--- src/rtl/axi_arp_lookup_arb.sv ---
// Round-robin arbiter sharing the ARP IP-to-MAC lookup port among UDP TX clients.
// Optional lookup timeout is built when AXI_ARP_LOOKUP_ARB_TIMEOUT_EN is defined.
`timescale 1ns/1ps
module axi_arp_lookup_arb #(
    parameter int          NUM_CLIENTS    = 4,
    parameter logic [23:0] TIMEOUT_CYCLES = 24'd1000000
) (
    input  logic                      clk,
    input  logic                      aresetn,
    input  logic [NUM_CLIENTS-1:0]    cli_req,
    input  logic [NUM_CLIENTS*32-1:0] cli_ip,
    output logic [NUM_CLIENTS-1:0]    cli_done,
    output logic [NUM_CLIENTS-1:0]    cli_err,
    output logic [47:0]               cli_mac,
    output logic [31:0]               arp_lookup_ip,
    output logic                      arp_lookup_req,
    input  logic [47:0]               arp_lookup_mac,
    input  logic                      arp_lookup_valid
);
    localparam int IW = $clog2(NUM_CLIENTS);

    typedef enum logic [1:0] {S_IDLE, S_LOOKUP, S_DONE} state_t;

    state_t        state;
    logic [IW-1:0] grant;
    logic [IW-1:0] rr_ptr;
    logic [IW-1:0] pick;
    logic [IW-1:0] idx;
    logic [IW-1:0] next_ptr;
    logic          found;

    // First requester at or after rr_ptr, wrapping around
    always_comb begin
        found = 1'b0;
        pick  = '0;
        idx   = '0;
        for (int k = 0; k < NUM_CLIENTS; k++) begin
            idx = IW'((int'(rr_ptr) + k) % NUM_CLIENTS);
            if (!found && cli_req[idx]) begin
                found = 1'b1;
                pick  = idx;
            end
        end
    end

    assign next_ptr = (grant == IW'(NUM_CLIENTS - 1)) ? '0 : grant + 1'b1;

`ifdef AXI_ARP_LOOKUP_ARB_TIMEOUT_EN
    logic [23:0]            tmo_cnt;
    logic [NUM_CLIENTS-1:0] err_q;
    assign cli_err = err_q;
`else
    logic unused_tmo;
    assign unused_tmo = ^TIMEOUT_CYCLES;
    assign cli_err    = '0;
`endif

    always_ff @(posedge clk or negedge aresetn) begin
        if (!aresetn) begin
            state          <= S_IDLE;
            grant          <= '0;
            rr_ptr         <= '0;
            cli_done       <= '0;
            cli_mac        <= 48'h0;
            arp_lookup_ip  <= 32'h0;
            arp_lookup_req <= 1'b0;
`ifdef AXI_ARP_LOOKUP_ARB_TIMEOUT_EN
            tmo_cnt        <= 24'h0;
            err_q          <= '0;
`endif
        end else begin
            case (state)
                S_IDLE: begin
                    if (found) begin
                        grant          <= pick;
                        arp_lookup_ip  <= cli_ip[int'(pick)*32 +: 32];
                        arp_lookup_req <= 1'b1;
                        state          <= S_LOOKUP;
`ifdef AXI_ARP_LOOKUP_ARB_TIMEOUT_EN
                        tmo_cnt        <= 24'h0;
`endif
                    end
                end
                S_LOOKUP: begin
                    if (arp_lookup_valid) begin
                        cli_mac         <= arp_lookup_mac;
                        cli_done[grant] <= 1'b1;
                        rr_ptr          <= next_ptr;
                        arp_lookup_req  <= 1'b0;
                        state           <= S_DONE;
                    end else if (!cli_req[grant]) begin
                        // Client gave up: silent abort
                        rr_ptr         <= next_ptr;
                        arp_lookup_req <= 1'b0;
                        state          <= S_IDLE;
`ifdef AXI_ARP_LOOKUP_ARB_TIMEOUT_EN
                    end else if (tmo_cnt >= TIMEOUT_CYCLES) begin
                        err_q[grant]   <= 1'b1;
                        rr_ptr         <= next_ptr;
                        arp_lookup_req <= 1'b0;
                        state          <= S_DONE;
                    end else begin
                        tmo_cnt <= tmo_cnt + 24'd1;
`endif
                    end
                end
                S_DONE: begin
                    cli_done <= '0;
`ifdef AXI_ARP_LOOKUP_ARB_TIMEOUT_EN
                    err_q    <= '0;
`endif
                    state    <= S_IDLE;
                end
                default: state <= S_IDLE;
            endcase
        end
    end

endmodule

--- config.mk ---
export PLATFORM = sky130hd
export DESIGN_NAME = axi_arp_lookup_arb
export DESIGN_NICKNAME = d
export VERILOG_FILES = /design/src/rtl/axi_arp_lookup_arb.sv
export SDC_FILE = /design/constraint.sdc
export NUM_CORES = 1
export LEC_CHECK = 0
export ABC_AREA = 1
export CELL_PAD_IN_SITES_DETAIL_PLACEMENT = 1
export CELL_PAD_IN_SITES_GLOBAL_PLACEMENT = 1
export CORE_MARGIN = 3
export CORE_UTILIZATION = 27
export CTS_CLUSTER_SIZE = 24
export DETAILED_ROUTE_END_ITERATION = 7
export PLACE_DENSITY_LB_ADDON = 0.1
export SYNTH_ARGS = -nofsm -noshare
export SYNTH_HDL_FRONTEND = slang
export SYNTH_SLANG_ARGS = --single-unit
--- constraint.sdc ---
create_clock -name clk -period 2.1 [get_ports clk]
set_input_delay 0.63 -clock clk [delete_from_list [all_inputs] [get_ports clk]]
set_output_delay 0.63 -clock clk [all_outputs]
set_load 0.005 [all_outputs]
---- Word level (Yosys, flattened, before mapping) ----
Index checks and enable logic that the tools add are counted.
storage, ports and cells
  input bits .............................. 183
  bits in registers ....................... 91
  logic and storage cells ................. 75
cells by class
  equality and inequality tests ........... 7
  bitwise gates (word level) .............. 1
  shift operators ......................... 1
  $add $sub $neg .......................... 4
  mux-type cells .......................... 33
  magnitude comparators ................... 6
  reductions and logical operators ........ 16
operators by type and width
  kind                 count
  $shiftx 128x8->32    1
  $mux 2               10
  $lt 2x3->1 const B   5
  $mux 1               13
  $bmux 1 s2           5
  $reduce_and 2->1     5
  $pmux 4 s2           1
  $ne 2x2->1 const B   3
  $add 2x1->2 const B  2
  $add 2x2->2 const B  2
  $eq 2x2->1 const B   2
  $logic_and 1x1->1    4
  $mux 4               1
  $or 4x4->4           1
  $pmux 2 s2           1
  $reduce_bool 2->1    2
  $logic_not 1->1      3
  $ne 3x3->1 const B   1
  $reduce_and 3->1     1
  $demux 1 s2          1
  $eq 2x1->1 const B   1
  $ge 2x1->1 const B   1
  $logic_not 2->1      1
  $pmux 1 s2           1

---- Longest topological paths before layout ----
Gate-level depths: netlist of the first run.
  word-level depth ........................ 14
  mapped depth ............................ 16
  depth with buffers taken out ............ 14

---- Worst setup path before layout of the first run ----
OpenSTA, ideal clock, no wires.
  path kind ............................... in2reg
  start point ............................. input cli_req[1]
  end point ............................... register arp_lookup_ip[20]
  library setup time ...................... 124 ps
  path buffers ............................ 2
  arrival ................................. 1778 ps
  slack ................................... 198 ps
  stages on the path ...................... 14
  required time ........................... 1976 ps
  cell sequence ........................... inv_1 -> nand2_2 -> nand3_1 -> nand2_2 -> inv_2 -> nand2_2 -> nand2_4 -> nand3_4 -> buf_6 -> buf_4 -> nand2_1 -> o21ai_0 -> nand2_1 -> nand3_1
between the ends
  word-level cells in the longest chain between the ends .. 13
  elaborated cells between the ends (all ways) .. 24
  those cells by class .................... 1 x shift; 16 x mux; 7 x reduce/logical
RTL lines
  element                                                line  source
  start: declaration                                     10    input logic [NUM_CLIENTS-1:0] cli_req,
  $bmux 1 s2                                             39    if (!found && cli_req[idx]) begin
  $mux 1 (not written as such)                           39
  $mux 1                                                 39
  $logic_not 1->1                                        39
  $logic_and 1x1->1                                      39
  $mux 1                                                 39
  $logic_not 1->1                                        39
  $logic_and 1x1->1                                      39
  $mux 1                                                 39
  $logic_not 1->1                                        39
  $logic_and 1x1->1                                      39
  $mux 2 or $mux 1 (tied branches)                       39
  $shiftx 128x8->32 or $reduce_and 2->1 (tied branches)  --
  end signal: assignment                                 76    arp_lookup_ip <= cli_ip[int'(pick)*32 +: 32];
  end: declaration                                       15    output logic [31:0] arp_lookup_ip,
Several ways; a longest one is shown, not always the timed one. The select of a mux whose other input is x is not followed.
A chain may end at the register's enable or synchronous reset.

---- Worst setup path after layout of the first run ----
  start point ............................. input cli_req[0]
  end point ............................... register arp_lookup_ip[12]
The elaborated chain is that of the path after synthesis.

==> results.json, run 1 <==
{
  "outcome": "finished with violations",
  "violations": "negative setup slack",
  "layout_min_cycle_time_ns": 2.12,
  "fmax_mhz": 472,
  "die_height_um": 144,
  "overflow": 0,
  "synthTopCellsByCount": "nand2_1, inv_1, dfrtp_1",
  "synth_edf_count": 0,
  "register_area_um2": 2280,
  "setup_slack_ns": -0.0196,
  "fp.dieArea_um2": 20800,
  "hold_viol": 0,
  "fillers": 2253,
  "seq_area_frac_synth": 0.442,
  "cts_buffers": 9,
  "area_growth_pct": 81.2,
  "place_congestion": 0.809,
  "synth_seq_cells": 91,
  "syn_area_per_cell_um2": 6.93,
  "drtIter0Drc": 160,
  "via_per_inst": 4.48,
  "drive_gt1_frac": 0.155,
  "vias": 5706,
  "stdcell_area_um2": 9330,
  "cts_buffer_depth": 2,
  "detail-route-antenna-nets": 0,
  "rsz0062_at_grt": "yes",
  "start_kind": "input pin",
  "detailed_place.area_um2": 8240,
  "rows": 49,
  "ff2ff_path_depth": 16,
  "multiInputGateArea_um2": 2620,
  "slew_viol_final": 0,
  "yosysTopAreaCellShare": 0.442,
  "hold_path.class": "in -> async",
  "finalSetupViolations": 8,
  "path_class": "in -> reg",
  "r2r_start": "rr_ptr[0]",
  "synth_flop_cell": "dfrtp_1",
  "synth_most_common_cell": "nand2_1",
  "dp_cells": 1233,
  "worst_hold_slack_ns": 0.196,
  "clk_latency_ns": 0.35,
  "die_w_um": 144,
  "cts_root_buffer": "clkbuf_16",
  "drc": 0,
  "cts_tree": "built",
  "wl_per_cell_um": 16.4,
  "synth.cell_area_um2": 5150,
  "worstPathArrival_ns": 2.34,
  "port_buffers": 267,
  "synth-warning-count": 0,
  "worstPathRequired_ns": 2.32,
  "crit_start": "cli_req[0]",
  "grt_pass1_wl_mm": 30.9,
  "clock-sinks": 91,
  "total_power_mw": 16.0,
  "grt_pass1_vias": 5851,
  "max_cap_viol_count": 0,
  "dp_hpwl_mm": 14.8,
  "core_um2": 18300,
  "end_kind": "flip-flop",
  "htree_levels": 3,
  "synth_largest_area_cell": "dfrtp_1",
  "grt.total_usage": 0.189,
  "synthCells": 743,
  "p_per_area_nw_per_um2": 1720,
  "utilization": 0.509,
  "synth_cell_type_count": 23,
  "initial_core_util": 0.281,
  "r2r-end": "arp_lookup_ip[12]",
  "drt_pre_antenna_iters": 5,
  "p_leak_nw": 4.67,
  "ir_drop_mv": 0.764,
  "preCtsSetupSlack_ns": -0.533,
  "drt-total-wl_mm": 20.9,
  "final_cells": 1273,
  "grt_max_degree": 49,
  "finalCritPeriodShare": 1.01,
  "antenna_found_initial": 0,
  "r2r_slack_ns": 0.03,
  "tns_ns": -0.0690,
  "clkSlewWorstSetupHoldPaths_ns": 0.07,
  "cp_max_fo": 6,
  "fin_skew_ns": 0.0149,
  "synth_area_leaders": "dfrtp_1, nand2_1, inv_1, nand3_1, o21ai_1",
  "nNetsFinal": 1225,
  "io_pins": 272,
  "ys_async_sr_fraction": 1.00
}
kinds of logic (layout without fill, tap and decap cells):
logic type,after synthesis,after routing,share of synthesized area
AND/OR/NAND/NOR,442,443,0.362
buffers and inverters,145,441,0.127
flip-flops,91,91,0.442
AO/OA/AOI/OAI,60,60,0.0588
adder cells (fa/ha/maj),4,4,0.00972
other,1,5,0.000728
worst max-delay path by stage:
stage / endpoint / cells past startpoint
6_report: arp_lookup_ip[12] / 16
5_1_grt: arp_lookup_ip[18] / 14
4_1_cts: arp_lookup_ip[12] / 16
3_5_place_dp: arp_lookup_ip[12] / 12
3_3_place_gp: arp_lookup_ip[31] / 14
2_1_floorplan: arp_lookup_ip[20] / 14
state kept, by name, indices dropped and copies added, names as in the netlist:
name	cells
arp_lookup_ip	32
arp_lookup_req	1
state	2
grant	2
rr_ptr	2
cli_mac	48
cli_done	4
per-layer routing:
metal,track usage,vias up,part of all wire
met5,0,-,0
met3,0.0575,21,0.066
li1,-,2847,-
met2,0.319,168,0.50
met4,0.0550,0,0.020
met1,0.234,2670,0.42
critical path: stages:
cell and delay (ns):
dlygate4sd2_1 0.26, inv_1 0.10, nand2_2 0.09, nand3_4 0.10, nand2_4 0.07, nor2_4 0.20, nand3_2 0.12, nand3_2 0.09
nand2_4 0.05, buf_6 0.11, inv_4 0.06, nor2_4 0.05, buf_6 0.13, buf_12 0.14, nand2_1 0.07, nand3_1 0.07
report_power, final:
part | total (mW) | internal, mW | switching, mW
Clock | 1.68 | 0.939 | 0.745
Sequential | 3.14 | 2.63 | 0.508
Combinational | 11.2 | 5.56 | 5.63
Total | 16.0 | 9.13 | 6.88
cell usage in the layout, fill, tap and decap left out, types with 3 or more instances in the layout:
cell	instances
o21ai_4	5
clkdlybuf4s50_1	262
inv_4	3
a21oi_1	9
nand3_4	6
nor2_4	5
inv_1	96
dlygate4sd2_1	4
nand2_4	19
buf_4	24
buf_12	14
nand3_1	31
o21ai_1	34
conb_1	4
o21ai_2	7
ha_1	4
clkbuf_16	15
nor2_1	6
nand2_1	318
nand3_2	15
inv_2	6
o21ai_0	4
nand2_2	24
nand4_1	18
buf_6	6
dfrtp_1	89
layout make-up:
cell class	instances	area share
Inverter	105	0.0431
Clock inverter	6	0.00791
Clock buffer	10	0.0245
Antenna cell	1	0.000268
Sequential cell	91	0.244
Multi-Input combinational cell	511	0.280
Tap cell	229	0.0307
Timing Repair Buffer	320	0.369
timing repair:
item / 4_1_cts / 5_1_grt
pin swaps: 8 / 24
gates cloned: 4 / 6
endpoints found under the setup margin: 33 / 33
gates resized for setup: 27 / 109
hold buffers: 0 / 0
setup buffers: 7 / 10
No activity file was read; power rests on OpenSTA's default activity.
==> run 2: changes to the inputs <==
--- a/config.mk
+++ b/config.mk
@@ -11,5 +11,5 @@
 export CORE_MARGIN = 3
 export CORE_UTILIZATION = 27
-export CTS_CLUSTER_SIZE = 24
+export CTS_CLUSTER_SIZE = 25
 export DETAILED_ROUTE_END_ITERATION = 7
 export PLACE_DENSITY_LB_ADDON = 0.1
==> constraint.sdc (replaced) <==
create_clock -name clk -period 2.1 [get_ports clk]
set_input_delay 0.525 -clock clk [delete_from_list [all_inputs] [get_ports clk]]
set_output_delay 0.525 -clock clk [all_outputs]
set_load 0.005 [all_outputs]
==> run 2 against run 1 <==
  * The run now ends clean
  * Register-to-register slack got worse by 0.03 ns
  * Sequential power is essentially flat
  * Sequential share of layout area is 0.29 points higher
  * Wire length down 1.7%
  * Maximum frequency is 1.2% higher
  * Clock skew fell by 0.0095 ns
  * Die area unchanged
  * Clock-buffer cell count shrank 1
  * Combinational power fell by 4%
  * Largest power group unchanged
  * Highest routed layer unchanged
==> results.json, run 2 (same netlist as run 1, synthesis figures left out) <==
{
  "grt_max_degree": 49,
  "ir_drop_mv": 0.716,
  "drt-total-wl_mm": 20.5,
  "port_buffers": 267,
  "cp_max_fo": 7,
  "crit_family": "simple AND/OR/NAND/NOR gates",
  "hold_viol": 0,
  "power_frac_comb": 0.692,
  "initial_core_util": 0.281,
  "grt.total_usage": 0.185,
  "cp_slowest_cell": "dfrtp_2",
  "netSwitchingFraction": 0.436,
  "io_pins": 272,
  "max_cap_viol_count": 0,
  "die_w_um": 144,
  "clkSlewWorstSetupHoldPaths_ns": 0.07,
  "path_class": "reg -> reg",
  "cts_tree": "built",
  "cts_buffer_depth": 2,
  "rows": 49,
  "overflow": 0,
  "rsz0062_at_grt": "yes",
  "hold_path.class": "in -> async",
  "clk_latency_ns": 0.34,
  "max_stage_delay_ns": 0.44,
  "grt_pass1_vias": 5857,
  "end_kind": "flip-flop",
  "cts_buffers": 9,
  "register_area_um2": 2280,
  "drc": 0,
  "largest_reg_flops": 48,
  "worstPathRequired_ns": 2.33,
  "outcome": "finished, final reports clean",
  "drt_pre_antenna_iters": 4,
  "detail-route-antenna-nets": 0,
  "start_kind": "flip-flop",
  "dp_hpwl_mm": 14.8,
  "antenna_found_initial": 0,
  "fp.dieArea_um2": 20800,
  "htree_levels": 3,
  "drtIter0Drc": 147,
  "wl_per_cell_um": 16.2,
  "clock-sinks": 91,
  "drive_gt1_frac": 0.161,
  "grt_pass1_wl_mm": 30.3,
  "layout_min_cycle_time_ns": 2.10,
  "area_growth_pct": 79.1,
  "cts_root_buffer": "clkbuf_16",
  "via_per_inst": 4.45,
  "place_congestion": 0.810,
  "critical_path_buf_inv_count": 5,
  "die_height_um": 144,
  "finalSetupViolations": 0,
  "fillers": 2212,
  "num_antenna_cells": 0,
  "nNetsFinal": 1222,
  "regMostFlops": "cli_mac",
  "layout_common_cells": "nand2_1, clkdlybuf4s50_1, inv_1",
  "top_regs": "cli_mac: 48 flops, arp_lookup_ip: 32 flops, cli_done: 4 flops",
  "power.switching_mw": 6.79,
  "p_per_area_nw_per_um2": 1690,
  "path_cells": "buf_12, buf_8, nand2_8, nand3_4, nand2_4, buf_6, nand2_4, nand2_4, nand2_4, nand3_4, buf_6, clkbuf_16, nand2_1, nand3_2, nand2_1, nand2_1, nand2_1",
  "worstPathArrival_ns": 2.32,
  "finalCritPeriodShare": 0.998,
  "fin_skew_ns": 0.00544,
  "power.internal_mw": 8.80,
  "core_um2": 18300,
  "multiInputGateArea_um2": 2620,
  "p_leak_nw": 4.58,
  "final_cells": 1268,
  "power.share.clock": 0.107,
  "mostFrequentLayoutCell": "nand2_1",
  "slew_viol_final": 0,
  "fmax_mhz": 477,
  "seq_power_share": 0.201,
  "vias": 5639,
  "dp_cells": 1232,
  "utilization": 0.503
}
run 2: final timing paths:
kind	slack, ns	depth (start not counted)	start	to
worst min-delay path	0.13	1	aresetn	arp_lookup_ip[2]
worst min register to register	0.47	2	cli_mac[31]	cli_mac[31]
worst max-delay path	0.005	17	rr_ptr[0]	arp_lookup_ip[21]
min in group clk	0.47	2	cli_mac[31]	cli_mac[31]
max in group asynchronous	1.35	2	aresetn	rr_ptr[1]
worst max register to register	0.005	17	rr_ptr[0]	arp_lookup_ip[21]
run 2: power groups by stage:
stage	registers, mW	logic (mW)	clock network, mW
after detailed placement	3.15	8.50	0
after global placement	3.12	8.38	0
after CTS	3.13	9.02	1.72
after floorplan	3.16	4.60	0
final	3.14	10.8	1.66
after global routing	3.25	12.0	1.79
run 2: layout make-up:
cell class	instances	share of cell area
Clock inverter	6	0.00801
Tap cell	229	0.0311
Clock buffer	9	0.0244
Sequential cell	91	0.247
Timing Repair Buffer	317	0.361
Multi-Input combinational cell	511	0.284
Inverter	105	0.0441
run 2: what timing repair did:
action                     in CTS  in global routing
hold buffers                    0                  0
pin swaps                       7                 43
buffers inserted                7                  9
resized for setup              15                120
cloned                          2                  6
hold endpoints to repair        0                  0
setup endpoints to repair      30                 33
run 2: per-layer routing:
layer,up-vias,part of all wire,global-route usage
met4,0,0.0084,0.0377
met2,153,0.51,0.319
met5,-,0,0
met1,2638,0.41,0.226
met3,12,0.072,0.0622
li1,2836,-,-
run 2: metrics by stage:
stage / area, um^2 / setup TNS, ns / power [mW] / setup WS [ns] / hold WS, ns
after floorplan: 5160 / 0 / 7.75 / 0.303 / 0.229
after global placement: 8230 / -12.07 / 11.5 / -0.373 / 0.454
after detailed placement: 8230 / -14.89 / 11.6 / -0.487 / 0.457
after CTS: 8640 / 0 / 13.9 / 0.0230 / 0.152
after global routing: 9220 / -1.97 / 17.0 / -0.152 / 0.167
final: 9220 / 0 / 15.6 / 0.00488 / 0.134
